## config.mk

```make
export PLATFORM = sky130hd
export DESIGN_NAME = control_unit_flat
export DESIGN_NICKNAME = d
export VERILOG_FILES = /design/src/rtl/minisrc_pkg.sv /design/src/rtl/control_unit_if.sv /design/src/rtl/control_unit.sv /design/src/flat_wrapper.sv
export SDC_FILE = /design/constraint.sdc
export NUM_CORES = 1
export LEC_CHECK = 0
export ABC_AREA = 1
export CORE_MARGIN = 4
export CORE_UTILIZATION = 35
export DETAILED_ROUTE_END_ITERATION = 8
export PLACE_DENSITY = 0.79
export SLEW_MARGIN = 20
export SYNTH_ARGS = -nofsm -noshare
export SYNTH_HDL_FRONTEND = slang
export SYNTH_SLANG_ARGS = --single-unit
```

## constraint.sdc

```tcl
create_clock -name Clock -period 2.17 [get_ports Clock]
set_input_delay 0.434 -clock Clock [delete_from_list [all_inputs] [get_ports Clock]]
set_output_delay 0.434 -clock Clock [all_outputs]
set_load 0.02 [all_outputs]
```

## src/rtl/minisrc_pkg.sv

```systemverilog
// Shared encodings for the MiniSRC control sequencer: opcodes, ALU selects,
// state encoding and the datapath strobe bundle.
package minisrc_pkg;

    localparam int CU_OPC_W = 5;
    localparam int CU_ALU_W = 4;

    localparam logic [4:0] OP_ADD  = 5'd3;
    localparam logic [4:0] OP_SUB  = 5'd4;
    localparam logic [4:0] OP_AND  = 5'd5;
    localparam logic [4:0] OP_OR   = 5'd6;
    localparam logic [4:0] OP_SHR  = 5'd7;
    localparam logic [4:0] OP_SHRA = 5'd8;
    localparam logic [4:0] OP_SHL  = 5'd9;
    localparam logic [4:0] OP_ROR  = 5'd10;
    localparam logic [4:0] OP_ROL  = 5'd11;
    localparam logic [4:0] OP_MUL  = 5'd15;
    localparam logic [4:0] OP_DIV  = 5'd16;
    localparam logic [4:0] OP_NEG  = 5'd17;
    localparam logic [4:0] OP_NOT  = 5'd18;
    localparam logic [4:0] OP_HALT = 5'd28;

    localparam logic [3:0] ALU_AND  = 4'h0;
    localparam logic [3:0] ALU_OR   = 4'h1;
    localparam logic [3:0] ALU_ADD  = 4'h2;
    localparam logic [3:0] ALU_SUB  = 4'h3;
    localparam logic [3:0] ALU_MUL  = 4'h4;
    localparam logic [3:0] ALU_DIV  = 4'h6;
    localparam logic [3:0] ALU_SHR  = 4'h7;
    localparam logic [3:0] ALU_SHRA = 4'h8;
    localparam logic [3:0] ALU_SHL  = 4'h9;
    localparam logic [3:0] ALU_ROR  = 4'hA;
    localparam logic [3:0] ALU_ROL  = 4'hB;
    localparam logic [3:0] ALU_NEG  = 4'hC;
    localparam logic [3:0] ALU_NOT  = 4'hD;

    typedef enum logic [3:0] {
        ST_RST, ST_T0, ST_T1, ST_T2, ST_T3, ST_T4, ST_T5, ST_T6, ST_HALT
    } state_t;

    // Execute-phase shape; CL_OTHER covers halt and undecoded opcodes.
    typedef enum logic [1:0] {CL_ALU3, CL_MULDIV, CL_UNARY, CL_OTHER} op_class_t;

    typedef struct packed {
        logic PCout, Zlowout, Zhighout, MDRout, LOout, HIout;
        logic MARin, Zin, PCin, MDRin, IRin, Yin, LOin, HIin;
        logic IncPC, Read;
        logic Gra, Grb, Grc, Rin, Rout;
    } ctrl_t;

    function automatic op_class_t op_class(logic [4:0] opc);
        case (opc)
            OP_ADD, OP_SUB, OP_AND, OP_OR, OP_SHR,
            OP_SHRA, OP_SHL, OP_ROR, OP_ROL: return CL_ALU3;
            OP_MUL, OP_DIV:                  return CL_MULDIV;
            OP_NEG, OP_NOT:                  return CL_UNARY;
            default:                         return CL_OTHER;
        endcase
    endfunction

    function automatic logic [3:0] alu_sel(logic [4:0] opc);
        case (opc)
            OP_ADD:  return ALU_ADD;
            OP_SUB:  return ALU_SUB;
            OP_AND:  return ALU_AND;
            OP_OR:   return ALU_OR;
            OP_SHR:  return ALU_SHR;
            OP_SHRA: return ALU_SHRA;
            OP_SHL:  return ALU_SHL;
            OP_ROR:  return ALU_ROR;
            OP_ROL:  return ALU_ROL;
            OP_MUL:  return ALU_MUL;
            OP_DIV:  return ALU_DIV;
            OP_NEG:  return ALU_NEG;
            OP_NOT:  return ALU_NOT;
            default: return ALU_AND;
        endcase
    endfunction

endpackage

```

## src/rtl/control_unit_if.sv

```systemverilog
// Control-unit <-> DataPath signal bundle. master = control unit, slave = datapath.
interface control_unit_if;
    import minisrc_pkg::*;

    logic                Stop;
    logic [31:0]         IR;
    logic                PCout, Zlowout, Zhighout, MDRout, LOout, HIout;
    logic                MARin, Zin, PCin, MDRin, IRin, Yin, LOin, HIin;
    logic                IncPC, Read;
    logic                Gra, Grb, Grc, Rin, Rout;
    logic [CU_ALU_W-1:0] alu_op;
    logic                Run, illegal;

    modport master (
        input  Stop, IR,
        output PCout, Zlowout, Zhighout, MDRout, LOout, HIout,
        output MARin, Zin, PCin, MDRin, IRin, Yin, LOin, HIin,
        output IncPC, Read, Gra, Grb, Grc, Rin, Rout,
        output alu_op, Run, illegal
    );

    modport slave (
        output Stop, IR,
        input  PCout, Zlowout, Zhighout, MDRout, LOout, HIout,
        input  MARin, Zin, PCin, MDRin, IRin, Yin, LOin, HIin,
        input  IncPC, Read, Gra, Grb, Grc, Rin, Rout,
        input  alu_op, Run, illegal
    );

endinterface

```

## src/rtl/control_unit.sv

```systemverilog
// Hardwired Moore sequencer for MiniSRC: fetch T0-T2, execute T3-T6, HALT.
// Outputs decode only the state register and the opcode latched at the end of T2.
module control_unit
    import minisrc_pkg::*;
#(
    parameter int OPC_W = CU_OPC_W,
    parameter int ALU_W = CU_ALU_W
) (
    input  logic           Clock,
    input  logic           Reset,
    control_unit_if.master cu
);

    state_t           state_q, state_d;
    logic [OPC_W-1:0] opc_q, opc_d;
    logic             illegal_q, illegal_d;
    op_class_t        cls;
    ctrl_t            ctrl;
    logic [ALU_W-1:0] alu_c;

    assign cls = op_class(opc_q);

    always_ff @(posedge Clock or posedge Reset) begin
        if (Reset) begin
            state_q   <= ST_RST;
            opc_q     <= '0;
            illegal_q <= 1'b0;
        end else begin
            state_q   <= state_d;
            opc_q     <= opc_d;
            illegal_q <= illegal_d;
        end
    end

    always_comb begin
        state_d   = state_q;
        opc_d     = opc_q;
        illegal_d = illegal_q;
        case (state_q)
            ST_RST: state_d = ST_T0;
            ST_T0:  state_d = cu.Stop ? ST_HALT : ST_T1;
            ST_T1:  state_d = ST_T2;
            ST_T2: begin
                state_d = ST_T3;
                opc_d   = cu.IR[31 -: OPC_W];
            end
            ST_T3: begin
                if (cls == CL_OTHER) begin
                    state_d   = ST_HALT;
                    illegal_d = illegal_q | (opc_q != OP_HALT);
                end else begin
                    state_d = ST_T4;
                end
            end
            ST_T4:   state_d = (cls == CL_UNARY)  ? ST_T0 : ST_T5;
            ST_T5:   state_d = (cls == CL_MULDIV) ? ST_T6 : ST_T0;
            ST_T6:   state_d = ST_T0;
            ST_HALT: state_d = ST_HALT;
            default: state_d = ST_RST;
        endcase
    end

    always_comb begin
        ctrl  = '0;
        alu_c = '0;
        case (state_q)
            ST_T0: begin
                ctrl.PCout = 1'b1; ctrl.MARin = 1'b1; ctrl.IncPC = 1'b1; ctrl.Zin = 1'b1;
            end
            ST_T1: begin
                ctrl.Zlowout = 1'b1; ctrl.PCin = 1'b1; ctrl.Read = 1'b1; ctrl.MDRin = 1'b1;
            end
            ST_T2: begin
                ctrl.MDRout = 1'b1; ctrl.IRin = 1'b1;
            end
            ST_T3: begin
                case (cls)
                    CL_ALU3:   begin ctrl.Grb = 1'b1; ctrl.Rout = 1'b1; ctrl.Yin = 1'b1; end
                    CL_MULDIV: begin ctrl.Gra = 1'b1; ctrl.Rout = 1'b1; ctrl.Yin = 1'b1; end
                    CL_UNARY: begin
                        ctrl.Grb = 1'b1; ctrl.Rout = 1'b1; ctrl.Zin = 1'b1;
                        alu_c    = alu_sel(opc_q);
                    end
                    default: ;
                endcase
            end
            ST_T4: begin
                case (cls)
                    CL_ALU3: begin
                        ctrl.Grc = 1'b1; ctrl.Rout = 1'b1; ctrl.Zin = 1'b1;
                        alu_c    = alu_sel(opc_q);
                    end
                    CL_MULDIV: begin
                        ctrl.Grb = 1'b1; ctrl.Rout = 1'b1; ctrl.Zin = 1'b1;
                        alu_c    = alu_sel(opc_q);
                    end
                    CL_UNARY: begin ctrl.Zlowout = 1'b1; ctrl.Gra = 1'b1; ctrl.Rin = 1'b1; end
                    default: ;
                endcase
            end
            ST_T5: begin
                if (cls == CL_MULDIV) begin
                    ctrl.Zlowout = 1'b1; ctrl.LOin = 1'b1;
                end else begin
                    ctrl.Zlowout = 1'b1; ctrl.Gra = 1'b1; ctrl.Rin = 1'b1;
                end
            end
            ST_T6: begin
                ctrl.Zhighout = 1'b1; ctrl.HIin = 1'b1;
            end
            default: ;
        endcase
    end

    assign cu.PCout    = ctrl.PCout;
    assign cu.Zlowout  = ctrl.Zlowout;
    assign cu.Zhighout = ctrl.Zhighout;
    assign cu.MDRout   = ctrl.MDRout;
    assign cu.LOout    = ctrl.LOout;
    assign cu.HIout    = ctrl.HIout;
    assign cu.MARin    = ctrl.MARin;
    assign cu.Zin      = ctrl.Zin;
    assign cu.PCin     = ctrl.PCin;
    assign cu.MDRin    = ctrl.MDRin;
    assign cu.IRin     = ctrl.IRin;
    assign cu.Yin      = ctrl.Yin;
    assign cu.LOin     = ctrl.LOin;
    assign cu.HIin     = ctrl.HIin;
    assign cu.IncPC    = ctrl.IncPC;
    assign cu.Read     = ctrl.Read;
    assign cu.Gra      = ctrl.Gra;
    assign cu.Grb      = ctrl.Grb;
    assign cu.Grc      = ctrl.Grc;
    assign cu.Rin      = ctrl.Rin;
    assign cu.Rout     = ctrl.Rout;
    assign cu.alu_op   = alu_c;
    assign cu.Run      = (state_q != ST_RST) && (state_q != ST_HALT);
    assign cu.illegal  = illegal_q;

endmodule

```

## src/flat_wrapper.sv

```systemverilog
// flat-port wrapper written by rule: the top's interface ports become plain ports
module control_unit_flat import minisrc_pkg::*;
#(
    parameter int OPC_W = CU_OPC_W,
    parameter int ALU_W = CU_ALU_W
)
  (Clock, Reset, cu_Stop, cu_IR, cu_PCout, cu_Zlowout, cu_Zhighout, cu_MDRout, cu_LOout, cu_HIout, cu_MARin, cu_Zin, cu_PCin, cu_MDRin, cu_IRin, cu_Yin, cu_LOin, cu_HIin, cu_IncPC, cu_Read, cu_Gra, cu_Grb, cu_Grc, cu_Rin, cu_Rout, cu_alu_op, cu_Run, cu_illegal);
  control_unit_if cu_i ();
  input  logic Clock;
  input  logic Reset;
  input wire logic [$bits(cu_i.Stop)-1:0] cu_Stop;
  input wire logic [$bits(cu_i.IR)-1:0] cu_IR;
  output wire logic [$bits(cu_i.PCout)-1:0] cu_PCout;
  output wire logic [$bits(cu_i.Zlowout)-1:0] cu_Zlowout;
  output wire logic [$bits(cu_i.Zhighout)-1:0] cu_Zhighout;
  output wire logic [$bits(cu_i.MDRout)-1:0] cu_MDRout;
  output wire logic [$bits(cu_i.LOout)-1:0] cu_LOout;
  output wire logic [$bits(cu_i.HIout)-1:0] cu_HIout;
  output wire logic [$bits(cu_i.MARin)-1:0] cu_MARin;
  output wire logic [$bits(cu_i.Zin)-1:0] cu_Zin;
  output wire logic [$bits(cu_i.PCin)-1:0] cu_PCin;
  output wire logic [$bits(cu_i.MDRin)-1:0] cu_MDRin;
  output wire logic [$bits(cu_i.IRin)-1:0] cu_IRin;
  output wire logic [$bits(cu_i.Yin)-1:0] cu_Yin;
  output wire logic [$bits(cu_i.LOin)-1:0] cu_LOin;
  output wire logic [$bits(cu_i.HIin)-1:0] cu_HIin;
  output wire logic [$bits(cu_i.IncPC)-1:0] cu_IncPC;
  output wire logic [$bits(cu_i.Read)-1:0] cu_Read;
  output wire logic [$bits(cu_i.Gra)-1:0] cu_Gra;
  output wire logic [$bits(cu_i.Grb)-1:0] cu_Grb;
  output wire logic [$bits(cu_i.Grc)-1:0] cu_Grc;
  output wire logic [$bits(cu_i.Rin)-1:0] cu_Rin;
  output wire logic [$bits(cu_i.Rout)-1:0] cu_Rout;
  output wire logic [$bits(cu_i.alu_op)-1:0] cu_alu_op;
  output wire logic [$bits(cu_i.Run)-1:0] cu_Run;
  output wire logic [$bits(cu_i.illegal)-1:0] cu_illegal;
  assign cu_i.Stop = cu_Stop;
  assign cu_i.IR = cu_IR;
  assign cu_PCout = cu_i.PCout;
  assign cu_Zlowout = cu_i.Zlowout;
  assign cu_Zhighout = cu_i.Zhighout;
  assign cu_MDRout = cu_i.MDRout;
  assign cu_LOout = cu_i.LOout;
  assign cu_HIout = cu_i.HIout;
  assign cu_MARin = cu_i.MARin;
  assign cu_Zin = cu_i.Zin;
  assign cu_PCin = cu_i.PCin;
  assign cu_MDRin = cu_i.MDRin;
  assign cu_IRin = cu_i.IRin;
  assign cu_Yin = cu_i.Yin;
  assign cu_LOin = cu_i.LOin;
  assign cu_HIin = cu_i.HIin;
  assign cu_IncPC = cu_i.IncPC;
  assign cu_Read = cu_i.Read;
  assign cu_Gra = cu_i.Gra;
  assign cu_Grb = cu_i.Grb;
  assign cu_Grc = cu_i.Grc;
  assign cu_Rin = cu_i.Rin;
  assign cu_Rout = cu_i.Rout;
  assign cu_alu_op = cu_i.alu_op;
  assign cu_Run = cu_i.Run;
  assign cu_illegal = cu_i.illegal;
  control_unit #(.OPC_W(OPC_W), .ALU_W(ALU_W)) u_core (.Clock(Clock), .Reset(Reset), .cu(cu_i));
endmodule
```

After elaboration in Yosys (flattened, before gate mapping)

Memory sizes are Yosys's and may differ from the RTL's.
Cells that the tools add are included.

Equal/unequal tests: 13
Multiplexer cells: 29
Bitwise operators: 1
Reductions and logical operators: 10

Operators with widths:

| kind                 | number |
|---|---|
| $pmux W4 S8          | 1 |
| $eq A4 B3 Y1 const B | 4 |
| $pmux W4 S2          | 2 |
| $mux W1              | 14 |
| $mux W4              | 3 |
| $eq A4 B2 Y1 const B | 2 |
| $pmux W1 S2          | 4 |
| $reduce_or A2 Y1     | 4 |
| $mux W3              | 2 |
| $pmux W1 S3          | 2 |
| $ne A5 B5 Y1 const B | 1 |
| $eq A2 B2 Y1 const B | 2 |
| $eq A4 B1 Y1 const B | 1 |
| $eq A4 B4 Y1 const B | 1 |
| $logic_not A4 Y1     | 1 |
| $ne A4 B4 Y1 const B | 1 |
| $reduce_bool A4 Y1   | 1 |
| $reduce_or A3 Y1     | 1 |
| $eq A2 B1 Y1 const B | 1 |
| $logic_not A2 Y1     | 1 |
| $mux W2              | 1 |
| $reduce_and A2 Y1    | 1 |
| $logic_and A1 B1 Y1  | 1 |
| $or A1 B1 Y1         | 1 |

Register bits: 10
Bits in read-only memories: 448
Output and inout port bits: 27
Memories kept: 4

Memories:

| name            | depth | width | read ports | clocked after memory_dff | wr ports | line              | RTL |
|---|---|---|---|---|---|---|---|
| (no name shown) | 32    | 4     | 1          | 0                        | 0        | minisrc_pkg.sv:62 | `case (opc)` |
| (no name shown) | 32    | 4     | 1          | 0                        | 0        | minisrc_pkg.sv:62 |  |
| (no name shown) | 32    | 4     | 1          | 0                        | 0        | minisrc_pkg.sv:62 |  |
| (no name shown) | 32    | 2     | 1          | 0                        | 0        | minisrc_pkg.sv:52 | `case (opc)` |

Logic depth before layout (Yosys ltp)

Gate-level depths: netlist (run 1).
An unclocked memory read counts as a cell.

Depth in word-level cells: 5
Depth in mapped cells: 10
Gate-level depth less buffers: 10

Least setup slack after synthesis (run 1)

No wires, ideal clock.

Path kind: reg-to-output
From: register u_core.opc_q[0]
To: output cu_Gra
Arrival time: 1,488 ps
Data required time: 1,736 ps
Setup slack: 248 ps
Cell stages (with the launch flop): 8
Path buffers: 0
Cell sequence: dfrtp_1 -> inv_1 -> ha_1 -> nand2_1 -> nand2_1 -> nand2_4 -> nand2_1 -> o211ai_1

Cells in the longest elaborated chain, start to end: 4
Elaborated cells on any way between the ends: 7
Classes of those cells: eq/ne: 2; mux: 4; memory: 1

RTL lines:

| element                                      | line                                                        | RTL |
|---|---|---|
| start, declared                              | control_unit.sv:15                                          | `logic [OPC_W-1:0] opc_q, opc_d;` |
| start signal, assigned                       | control_unit.sv:30                                          | `opc_q <= opc_d;` |
| $mem_v2 Z32 W2 *                             | n/a                                                         |  |
| $eq A2 B1 Y1 or $eq A2 B2 Y1 (tied branches) | control_unit.sv:77, control_unit.sv:102, control_unit.sv:88 |  |
| $mux W1, on equally long branches            | control_unit.sv:102, control_unit.sv:77, control_unit.sv:88 |  |
| $pmux W1 S3 *                                | control_unit.sv:66                                          | `case (state_q)` |
| end, declared                                | flat_wrapper.sv:29                                          | `output wire logic [$bits(cu_i.Gra)-1:0] cu_Gra;` |

Every way passes the cells marked *; elsewhere a longest branch is shown, timed or not.

Final worst setup path (run 1)

From: register u_core.opc_q[1]
To: output cu_Rout

Cells in the longest elaborated chain, start to end: 5
Elaborated cells on any way between the ends: 9
Classes of those cells: eq/ne: 2; mux: 3; reduce/logical: 3; memory: 1

RTL lines:

| element                                                        | line                                   | RTL |
|---|---|---|
| $mem_v2 Z32 W2 *                                               | n/a                                    |  |
| $eq A2 B1 Y1, or another cell as far along                     | control_unit.sv:77, control_unit.sv:88 |  |
| $reduce_or A3 Y1 (no line) or $reduce_or A2 Y1 (tied branches) | n/a                                    |  |
| $mux W1, on equally long branches                              | control_unit.sv:77, control_unit.sv:88 |  |
| $pmux W1 S2 *                                                  | control_unit.sv:66                     |  |
| end, declared                                                  | flat_wrapper.sv:33                     | `output wire logic [$bits(cu_i.Rout)-1:0] cu_Rout;` |

Marked as above.

==> impl_metrics.prom, run 1 <==
# TYPE chip_impl_metric gauge
chip_impl_info{name="synth_flop_cell",value="sky130_fd_sc_hd__dfrtp_1"} 1
chip_impl_metric{name="postSynthRegisterBits",unit=""} 10
chip_impl_metric{name="max_cap_viol_count",unit=""} 0
chip_impl_metric{name="worst_ir_drop_vdd",unit="V"} 0.000956
chip_impl_metric{name="setup_viol_count_final",unit=""} 1
chip_impl_metric{name="netlist-cell-type-count",unit=""} 28
chip_impl_metric{name="filler_cell_count",unit=""} 238
chip_impl_metric{name="grt_first_pass_wirelength",unit="mm"} 4.38
chip_impl_metric{name="htree_levels",unit=""} 1
chip_impl_metric{name="globalRouteTotalUtil",unit="%"} 16.1
chip_impl_metric{name="viasPerCell",unit=""} 4.78
chip_impl_info{name="violations_in_the_final_reports",value="setup timing"} 1
chip_impl_metric{name="number_of_global_route_vias_before_repair",unit=""} 1074
chip_impl_metric{name="netlist_area",unit="um^2"} 923
chip_impl_metric{name="path_max_fanout",unit=""} 5
chip_impl_info{name="origin_of_the_critical_flop_to_flop_path",value="u_core.opc_q[1]$_DFFE_PP0P_"} 1
chip_impl_info{name="crit_path_cell_trace",value="ha_2 > inv_2 > nand2_1 > nand2_1 > nand2_2 > nand2_4 > buf_4 > nand2_2 > nand2_1 > nand2_1 > buf_4"} 1
chip_impl_info{name="synth_commonest_cells",value="sky130_fd_sc_hd__nand2_1 (30), sky130_fd_sc_hd__inv_1 (19), sky130_fd_sc_hd__dfrtp_1 (10), sky130_fd_sc_hd__nor2_1 (10), sky130_fd_sc_hd__o21ai_0 (9)"} 1
chip_impl_info{name="post_synth_main_area_contributors",value="sky130_fd_sc_hd__dfrtp_1 (27%), sky130_fd_sc_hd__nand2_1 (12%), sky130_fd_sc_hd__inv_1 (7.7%)"} 1
chip_impl_info{name="yosysMostFrequentCell",value="sky130_fd_sc_hd__nand2_1"} 1
chip_impl_info{name="critPathSlowestCell",value="sky130_fd_sc_hd__dfrtp_1"} 1
chip_impl_metric{name="worst_setup_hold_path_clk_slew",unit="ns"} 0.08
chip_impl_metric{name="floorplan.io_pins",unit=""} 62
chip_impl_metric{name="syn2layout_area_growth",unit="%"} 67.6
chip_impl_metric{name="detailedRoute.firstPassIterationCount",unit=""} 4
chip_impl_metric{name="setup_ws",unit="ns"} -0.00241
chip_impl_metric{name="final.min_clock_period",unit="ns"} 2.17
chip_impl_metric{name="floorplan.die_area",unit="mm^2"} 0.00352
chip_impl_info{name="tritoncts",value="done"} 1
chip_impl_metric{name="layout-drive-gt1-share",unit="%"} 44.9
chip_impl_metric{name="seq_area",unit="um^2"} 253
chip_impl_metric{name="gpl.final_weighted_congestion",unit=""} 0.814
chip_impl_metric{name="initial_standard_cell_utilization_of_the_core",unit="%"} 36.9
chip_impl_metric{name="final_layout_setup_total_negative_slack",unit="ns"} -0.00241
chip_impl_metric{name="cp_slowest_stage_delay",unit="ns"} 0.42
chip_impl_info{name="criticalPathCategory",value="reg -> out"} 1
chip_impl_metric{name="ys_seq_area_share",unit="%"} 27.1
chip_impl_metric{name="proportion_of_netlist_area_held_by_the_largest_area_contributor",unit="%"} 27.1
chip_impl_metric{name="average_wire_length_per_cell_after_detail_routing",unit="um"} 12.3
chip_impl_metric{name="syn_inst",unit=""} 135
chip_impl_metric{name="clock_sink_count",unit=""} 10
chip_impl_info{name="crit_path_start_kind",value="register"} 1
chip_impl_info{name="critical-path-top-cell-by-count",value="sky130_fd_sc_hd__nand2_1"} 1
chip_impl_metric{name="die_w",unit="um"} 59.4
chip_impl_metric{name="timing_max_transition_violations_final",unit=""} 0
chip_impl_metric{name="hpwl",unit="mm"} 2.12
chip_impl_metric{name="post_synth_edffs",unit=""} 0
chip_impl_metric{name="die_height",unit="um"} 59.4
chip_impl_metric{name="fmax",unit="MHz"} 460
chip_impl_metric{name="nNetsFinal",unit=""} 237
chip_impl_metric{name="total_power",unit="mW"} 2.42
chip_impl_metric{name="critPathArrivalTime",unit="ns"} 1.74
chip_impl_info{name="setup.worst_path.end_class",value="primary output"} 1
chip_impl_metric{name="vias",unit=""} 1081
chip_impl_metric{name="antenna_found_initial",unit=""} 0
chip_impl_metric{name="numCtsBuffers",unit=""} 3
chip_impl_metric{name="postCtsHoldBufs",unit=""} 0
chip_impl_metric{name="power.leakage",unit="nW"} 0.822
chip_impl_metric{name="core_region_area",unit="mm^2"} 0.00250
chip_impl_metric{name="synth_async_sr_flop_share",unit="%"} 100
chip_impl_metric{name="critical_path_required",unit="ns"} 1.74
chip_impl_metric{name="detail_route.drc_violations",unit=""} 0
chip_impl_metric{name="synth-warning-count",unit=""} 0
chip_impl_metric{name="totalWireLength",unit="mm"} 2.78
chip_impl_metric{name="insertion_delay",unit="ns"} 0.28
chip_impl_info{name="cts_root_buffer",value="sky130_fd_sc_hd__clkbuf_4"} 1
chip_impl_metric{name="grt_start_max_net_pins",unit=""} 11
chip_impl_metric{name="final.period_utilization",unit="%"} 100
chip_impl_info{name="timing.hold.worst.class",value="in -> async"} 1
chip_impl_metric{name="antenna_left",unit=""} 0
chip_impl_metric{name="multiInputGateArea",unit="um^2"} 609
chip_impl_metric{name="port-buffer-count",unit=""} 32
chip_impl_metric{name="syn_area_per_cell",unit="um^2"} 6.84
chip_impl_metric{name="ctsLongestPathBuffers",unit=""} 2
chip_impl_info{name="yosysTopAreaCell",value="sky130_fd_sc_hd__dfrtp_1"} 1
chip_impl_info{name="run_status",value="finished with violations"} 1
chip_impl_info{name="unrepaired_setup_endpoints_after_global_routing",value="yes"} 1
chip_impl_metric{name="cellPowerDensity",unit="mW/mm^2"} 1570
chip_impl_metric{name="timing_hold_violations_final",unit=""} 0
chip_impl_metric{name="antenna-diode-count",unit=""} 0
chip_impl_metric{name="placement_rows",unit=""} 18
chip_impl_metric{name="initialDrtViolationCount",unit=""} 39
chip_impl_metric{name="finalClockSkew",unit="ns"} 0.00547
chip_impl_info{name="crit_path_start",value="u_core.opc_q[1]$_DFFE_PP0P_"} 1
chip_impl_metric{name="grt_overflow_total",unit=""} 0
==> area by class of cell <==
| cell class | count | share of cell area, % |
|---|---|---|
| inverters | 22 | 5.50 |
| multi-input cells | 94 | 39.4 |
| repair buffers | 66 | 34.0 |
| clock buffers | 4 | 2.34 |
| flip-flops and latches | 10 | 16.3 |
| well taps | 30 | 2.43 |
==> worst max-delay path: cells and delay by family, from the launching register on <==
kind                       cells  cell delay (ns)
and+or+nand+nor                7             0.51
DFF                            1             0.42
buffers and inverters          3             0.33
adders and majority gates      1             0.21
==> report_power, final <==
| part | internal, mW | switching, mW | total, mW |
|---|---|---|---|
| logic | 0.867 | 1.00 | 1.87 |
| registers | 0.274 | 0.0980 | 0.372 |
| clock network | 0.102 | 0.0763 | 0.179 |
| total | 1.24 | 1.18 | 2.42 |
==> sequential cells by signal, summed over array words and instances, names as in the netlist <==
| name | flops |
|---|---|
| u_core.opc_q | 5 |
| u_core.state_q | 4 |
| u_core.cu.illegal | 1 |
==> final timing paths <==
kind	endpoint	slack, ns	cells after the start
worst min-delay path	u_core.state_q[1]$_DFF_PP0_	0.42	2
worst min register to register	u_core.cu.illegal$_DFFE_PP0P_	0.47	2
worst max-delay path	cu_Rout	-0.002	11
worst max register to register	u_core.state_q[2]$_DFF_PP0_	0.58	11
max in group asynchronous	u_core.opc_q[3]$_DFFE_PP0P_	1.45	2
min in group Clock	u_core.cu.illegal$_DFFE_PP0P_	0.47	2
==> metrics by stage <==
step / setup WS (ns) / utilization [%] / hold slack [ns] / area, um^2 / instances
6_report: -0.00241 / 61.9 / 0.422 / 1550 / 226
5_1_grt: -0.113 / 61.9 / 0.455 / 1550 / 226
4_1_cts: -0.0158 / 56.3 / 0.439 / 1410 / 221
3_5_place_dp: -0.179 / 56.7 / 0.453 / 1420 / 215
3_3_place_gp: -0.139 / 56.7 / 0.453 / 1420 / 215
2_1_floorplan: 0.248 / - / 0.274 / 927 / 136
==> placed cells by master (no fill, tap or decap), types with 3 or more instances in the layout <==
cell type                         instances
sky130_fd_sc_hd__a21oi_1                  4
sky130_fd_sc_hd__a21oi_2                  3
sky130_fd_sc_hd__buf_2                    3
sky130_fd_sc_hd__buf_4                   42
sky130_fd_sc_hd__clkbuf_4                 3
sky130_fd_sc_hd__clkdlybuf4s50_1          9
sky130_fd_sc_hd__dfrtp_1                  8
sky130_fd_sc_hd__dlygate4sd2_1            8
sky130_fd_sc_hd__inv_1                   15
sky130_fd_sc_hd__inv_2                    6
sky130_fd_sc_hd__nand2_1                 26
sky130_fd_sc_hd__nand2_2                  8
sky130_fd_sc_hd__nand2_4                  4
sky130_fd_sc_hd__nand3_1                  7
sky130_fd_sc_hd__nor2_1                   7
sky130_fd_sc_hd__nor2_2                   3
sky130_fd_sc_hd__o211ai_1                 3
sky130_fd_sc_hd__o21ai_0                  8
==> cells by family after synthesis <==
family                   count (synthesis)  share of synthesized area [%]
AND/OR/NAND/NOR                         64                           35.2
buffers and inverters                   32                           16.7
AO/OA/AOI/OAI                           23                           13.8
flip-flops                              10                           27.1
adder cells (fa/ha/maj)                  5                           6.78
other                                    1                          0.406
==> metal layers <==
layer / up-vias / GRT usage (%) / wire, um
met5: - / 0 / 0
met1: 496 / 16.4 / 1000
met4: 0 / 7.77 / 23
met3: 4 / 3.49 / 185
met2: 35 / 30.4 / 1570
li1: 546 / - / -
==> what timing repair did <==
action                     4_1_cts  5_1_grt
setup buffers                    2        5
gates resized for setup         64       37
setup endpoints to repair       23       13
pin swaps                        1       10
Note: power is estimated with default switching activity, not from simulation.
==> run 2, diff against run 1 <==
--- a/config.mk
+++ b/config.mk
@@ -8,6 +8,7 @@
 export ABC_AREA = 1
 export CORE_MARGIN = 4
 export CORE_UTILIZATION = 35
+export CTS_CLUSTER_DIAMETER = 80
 export DETAILED_ROUTE_END_ITERATION = 8
 export PLACE_DENSITY = 0.79
 export SLEW_MARGIN = 20
==> results of run 2 <==
The final DEF is identical to that of run 1; final timing and power are the same.
==> run 3, diff against run 2 <==
--- a/config.mk
+++ b/config.mk
@@ -6,7 +6,7 @@
 export NUM_CORES = 1
 export LEC_CHECK = 0
 export ABC_AREA = 1
-export CORE_MARGIN = 4
+export CORE_MARGIN = 2
 export CORE_UTILIZATION = 35
 export CTS_CLUSTER_DIAMETER = 80
 export DETAILED_ROUTE_END_ITERATION = 8
==> impl_metrics.prom, run 3 (synthesis results as in run 1) <==
# TYPE chip_impl_metric gauge
chip_impl_info{name="cts_root_buffer",value="sky130_fd_sc_hd__clkbuf_4"} 1
chip_impl_metric{name="initialDrtViolationCount",unit=""} 18
chip_impl_metric{name="path_max_fanout",unit=""} 6
chip_impl_info{name="largest-register",value="u_core.opc_q"} 1
chip_impl_metric{name="totalWireLength",unit="mm"} 2.61
chip_impl_metric{name="number_of_global_route_vias_before_repair",unit=""} 1079
chip_impl_metric{name="multiInputGateArea",unit="um^2"} 583
chip_impl_metric{name="average_wire_length_per_cell_after_detail_routing",unit="um"} 11.9
chip_impl_metric{name="placedCellCount",unit=""} 213
chip_impl_metric{name="max_cap_viol_count",unit=""} 0
chip_impl_metric{name="finalClockSkew",unit="ns"} 0.00430
chip_impl_metric{name="cp_slowest_stage_delay",unit="ns"} 0.46
chip_impl_metric{name="globalRouteTotalUtil",unit="%"} 17.7
chip_impl_info{name="crit_path_start_kind",value="register"} 1
chip_impl_metric{name="vias",unit=""} 1045
chip_impl_metric{name="cp.buffers_inverters",unit=""} 2
chip_impl_metric{name="detail_route.drc_violations",unit=""} 0
chip_impl_info{name="crit_path_cell_trace",value="inv_2 > nand2_2 > nand2_2 > nor2_1 > nor2_2 > nand2_2 > a21oi_2 > buf_4"} 1
chip_impl_metric{name="setup_viol_count_final",unit=""} 0
chip_impl_metric{name="initial_standard_cell_utilization_of_the_core",unit="%"} 36.9
chip_impl_info{name="layout.cells.most_common",value="sky130_fd_sc_hd__buf_4"} 1
chip_impl_metric{name="floorplan.die_area",unit="mm^2"} 0.00307
chip_impl_metric{name="die_height",unit="um"} 55.4
chip_impl_metric{name="final.period_utilization",unit="%"} 99.9
chip_impl_info{name="top_usage_layer",value="met2"} 1
chip_impl_metric{name="final.min_clock_period",unit="ns"} 2.17
chip_impl_metric{name="viasPerCell",unit=""} 4.77
chip_impl_metric{name="post-route-util",unit="%"} 59.2
chip_impl_metric{name="power.leakage",unit="nW"} 0.823
chip_impl_metric{name="hpwl",unit="mm"} 2.08
chip_impl_metric{name="floorplan.io_pins",unit=""} 62
chip_impl_metric{name="die_w",unit="um"} 55.4
chip_impl_metric{name="instances_no_fill",unit=""} 219
chip_impl_metric{name="final_layout_setup_total_negative_slack",unit="ns"} 0
chip_impl_info{name="setup.worst_path.end_class",value="primary output"} 1
chip_impl_metric{name="met1_layer_usage_reported_by_global_route",unit="%"} 15.6
chip_impl_metric{name="grt_start_max_net_pins",unit=""} 11
chip_impl_metric{name="seq_area",unit="um^2"} 253
chip_impl_metric{name="clock_sink_count",unit=""} 10
chip_impl_metric{name="critical_path_required",unit="ns"} 1.74
chip_impl_metric{name="grtUsageMet3",unit="%"} 4.92
chip_impl_info{name="worst_path_dominant_cell_family",value="simple AND/OR/NAND/NOR gates"} 1
chip_impl_metric{name="detailedRoute.firstPassIterationCount",unit=""} 4
chip_impl_metric{name="ctsLongestPathBuffers",unit=""} 2
chip_impl_metric{name="antenna_left",unit=""} 0
chip_impl_metric{name="placement_rows",unit=""} 18
chip_impl_metric{name="antenna-diode-count",unit=""} 0
chip_impl_metric{name="syn2layout_area_growth",unit="%"} 60.3
chip_impl_metric{name="critPathArrivalTime",unit="ns"} 1.73
chip_impl_metric{name="antenna_found_initial",unit=""} 0
chip_impl_metric{name="gpl.final_weighted_congestion",unit=""} 0.839
chip_impl_metric{name="number_of_flip_flops_in_the_largest_register",unit=""} 5
chip_impl_metric{name="layout-drive-gt1-share",unit="%"} 40.2
chip_impl_metric{name="numCtsBuffers",unit=""} 3
chip_impl_metric{name="htree_levels",unit=""} 1
chip_impl_metric{name="gr-usage-met2",unit="%"} 36.2
chip_impl_info{name="timing.hold.worst.class",value="in -> async"} 1
chip_impl_info{name="criticalPathCategory",value="reg -> out"} 1
chip_impl_metric{name="insertion_delay",unit="ns"} 0.27
chip_impl_info{name="run_status",value="completed"} 1
chip_impl_metric{name="timing_max_transition_violations_final",unit=""} 0
chip_impl_metric{name="worst_setup_hold_path_clk_slew",unit="ns"} 0.07
chip_impl_metric{name="fmax",unit="MHz"} 461
chip_impl_info{name="critical-path-top-cell-by-count",value="sky130_fd_sc_hd__nand2_2"} 1
chip_impl_metric{name="core_region_area",unit="mm^2"} 0.00250
chip_impl_metric{name="cellPowerDensity",unit="mW/mm^2"} 1520
chip_impl_metric{name="timing_hold_violations_final",unit=""} 0
chip_impl_info{name="tritoncts",value="done"} 1
chip_impl_info{name="unrepaired_setup_endpoints_after_global_routing",value="yes"} 1
chip_impl_metric{name="port-buffer-count",unit=""} 32
chip_impl_info{name="critPathSlowestCell",value="sky130_fd_sc_hd__dfrtp_2"} 1
chip_impl_metric{name="grt_overflow_total",unit=""} 0
chip_impl_metric{name="filler_cell_count",unit=""} 249
chip_impl_metric{name="worst_ir_drop_vdd",unit="V"} 0.000951
chip_impl_metric{name="nNetsFinal",unit=""} 230
chip_impl_metric{name="grt_first_pass_wirelength",unit="mm"} 4.35
chip_impl_info{name="layout_common_cells",value="sky130_fd_sc_hd__buf_4 (36), sky130_fd_sc_hd__nand2_1 (27), sky130_fd_sc_hd__inv_1 (15)"} 1
[run 3: cell types whose count changed in the layout (fill, tap and decap cells not counted), moves of 2 or more]
cell | previous run | this run
sky130_fd_sc_hd__buf_4 | 42 | 36
sky130_fd_sc_hd__clkdlybuf4s15_1 | 2 | 0
sky130_fd_sc_hd__dlymetal6s2s_1 | 0 | 2
sky130_fd_sc_hd__nor2_1 | 7 | 9
[run 3: cell type report]
cell class	instances	area share (%)
Inverter	22	5.75
Sequential cell	10	17.1
Multi-Input combinational cell	94	39.4
Timing Repair Buffer	59	32.8
Clock buffer	4	2.45
Tap cell	30	2.54
[run 3: report_power, final]
group | switching [mW] | internal (mW)
Sequential | 0.0959 | 0.274
Clock | 0.0687 | 0.102
Combinational | 0.944 | 0.760
Total | 1.11 | 1.14
[run 3: worst reg2reg max path: cells and delay by family (launching register included)]
kind | cells | cell delay, ns
flops | 1 | 0.40
buf+inv | 2 | 0.17
simple gates | 7 | 0.61
fa+ha+maj | 1 | 0.20
[run 3: what timing repair did]
action                                  in CTS  in global routing
pin swaps                                    0                  5
endpoints found under the setup margin      21                 23
buffers inserted                             0                  2
gates resized for setup                     60                 30
hold buffers                                 0                  0
[run 3: metal layers]
layer | wire length [um] | part of all wire [%]
met1 | 938 | 36
met3 | 114 | 4.4
met2 | 1490 | 57
met4 | 65 | 2.5
met5 | 0 | 0
[run 3: worst paths after layout]
| kind | cells past startpoint | from | slack, ns | end |
|---|---|---|---|---|
| worst max-delay path | 8 | u_core.opc_q[2]$_DFFE_PP0P_ | 0.002 | cu_alu_op[3] |
| worst min-delay path | 2 | Reset | 0.43 | u_core.state_q[2]$_DFF_PP0_ |
| worst max register to register | 10 | u_core.opc_q[1]$_DFFE_PP0P_ | 0.65 | u_core.state_q[2]$_DFF_PP0_ |
| worst min register to register | 2 | u_core.cu.illegal$_DFFE_PP0P_ | 0.46 | u_core.cu.illegal$_DFFE_PP0P_ |
| max in group asynchronous | 2 | Reset | 1.44 | u_core.opc_q[2]$_DFFE_PP0P_ |
| min in group Clock | 2 | u_core.cu.illegal$_DFFE_PP0P_ | 0.46 | u_core.cu.illegal$_DFFE_PP0P_ |
[run 3: through the flow]
step | total power, mW | hold slack, ns | setup slack, ns | cell area (um^2)
CTS | 2.06 | 0.435 | -0.0213 | 1380
global placement | 1.89 | 0.456 | -0.139 | 1400
detailed placement | 1.95 | 0.449 | -0.179 | 1400
finish | 2.25 | 0.428 | 0.00194 | 1480
global route | 2.43 | 0.483 | -0.101 | 1480
floorplan | 1.28 | 0.274 | 0.248 | 927
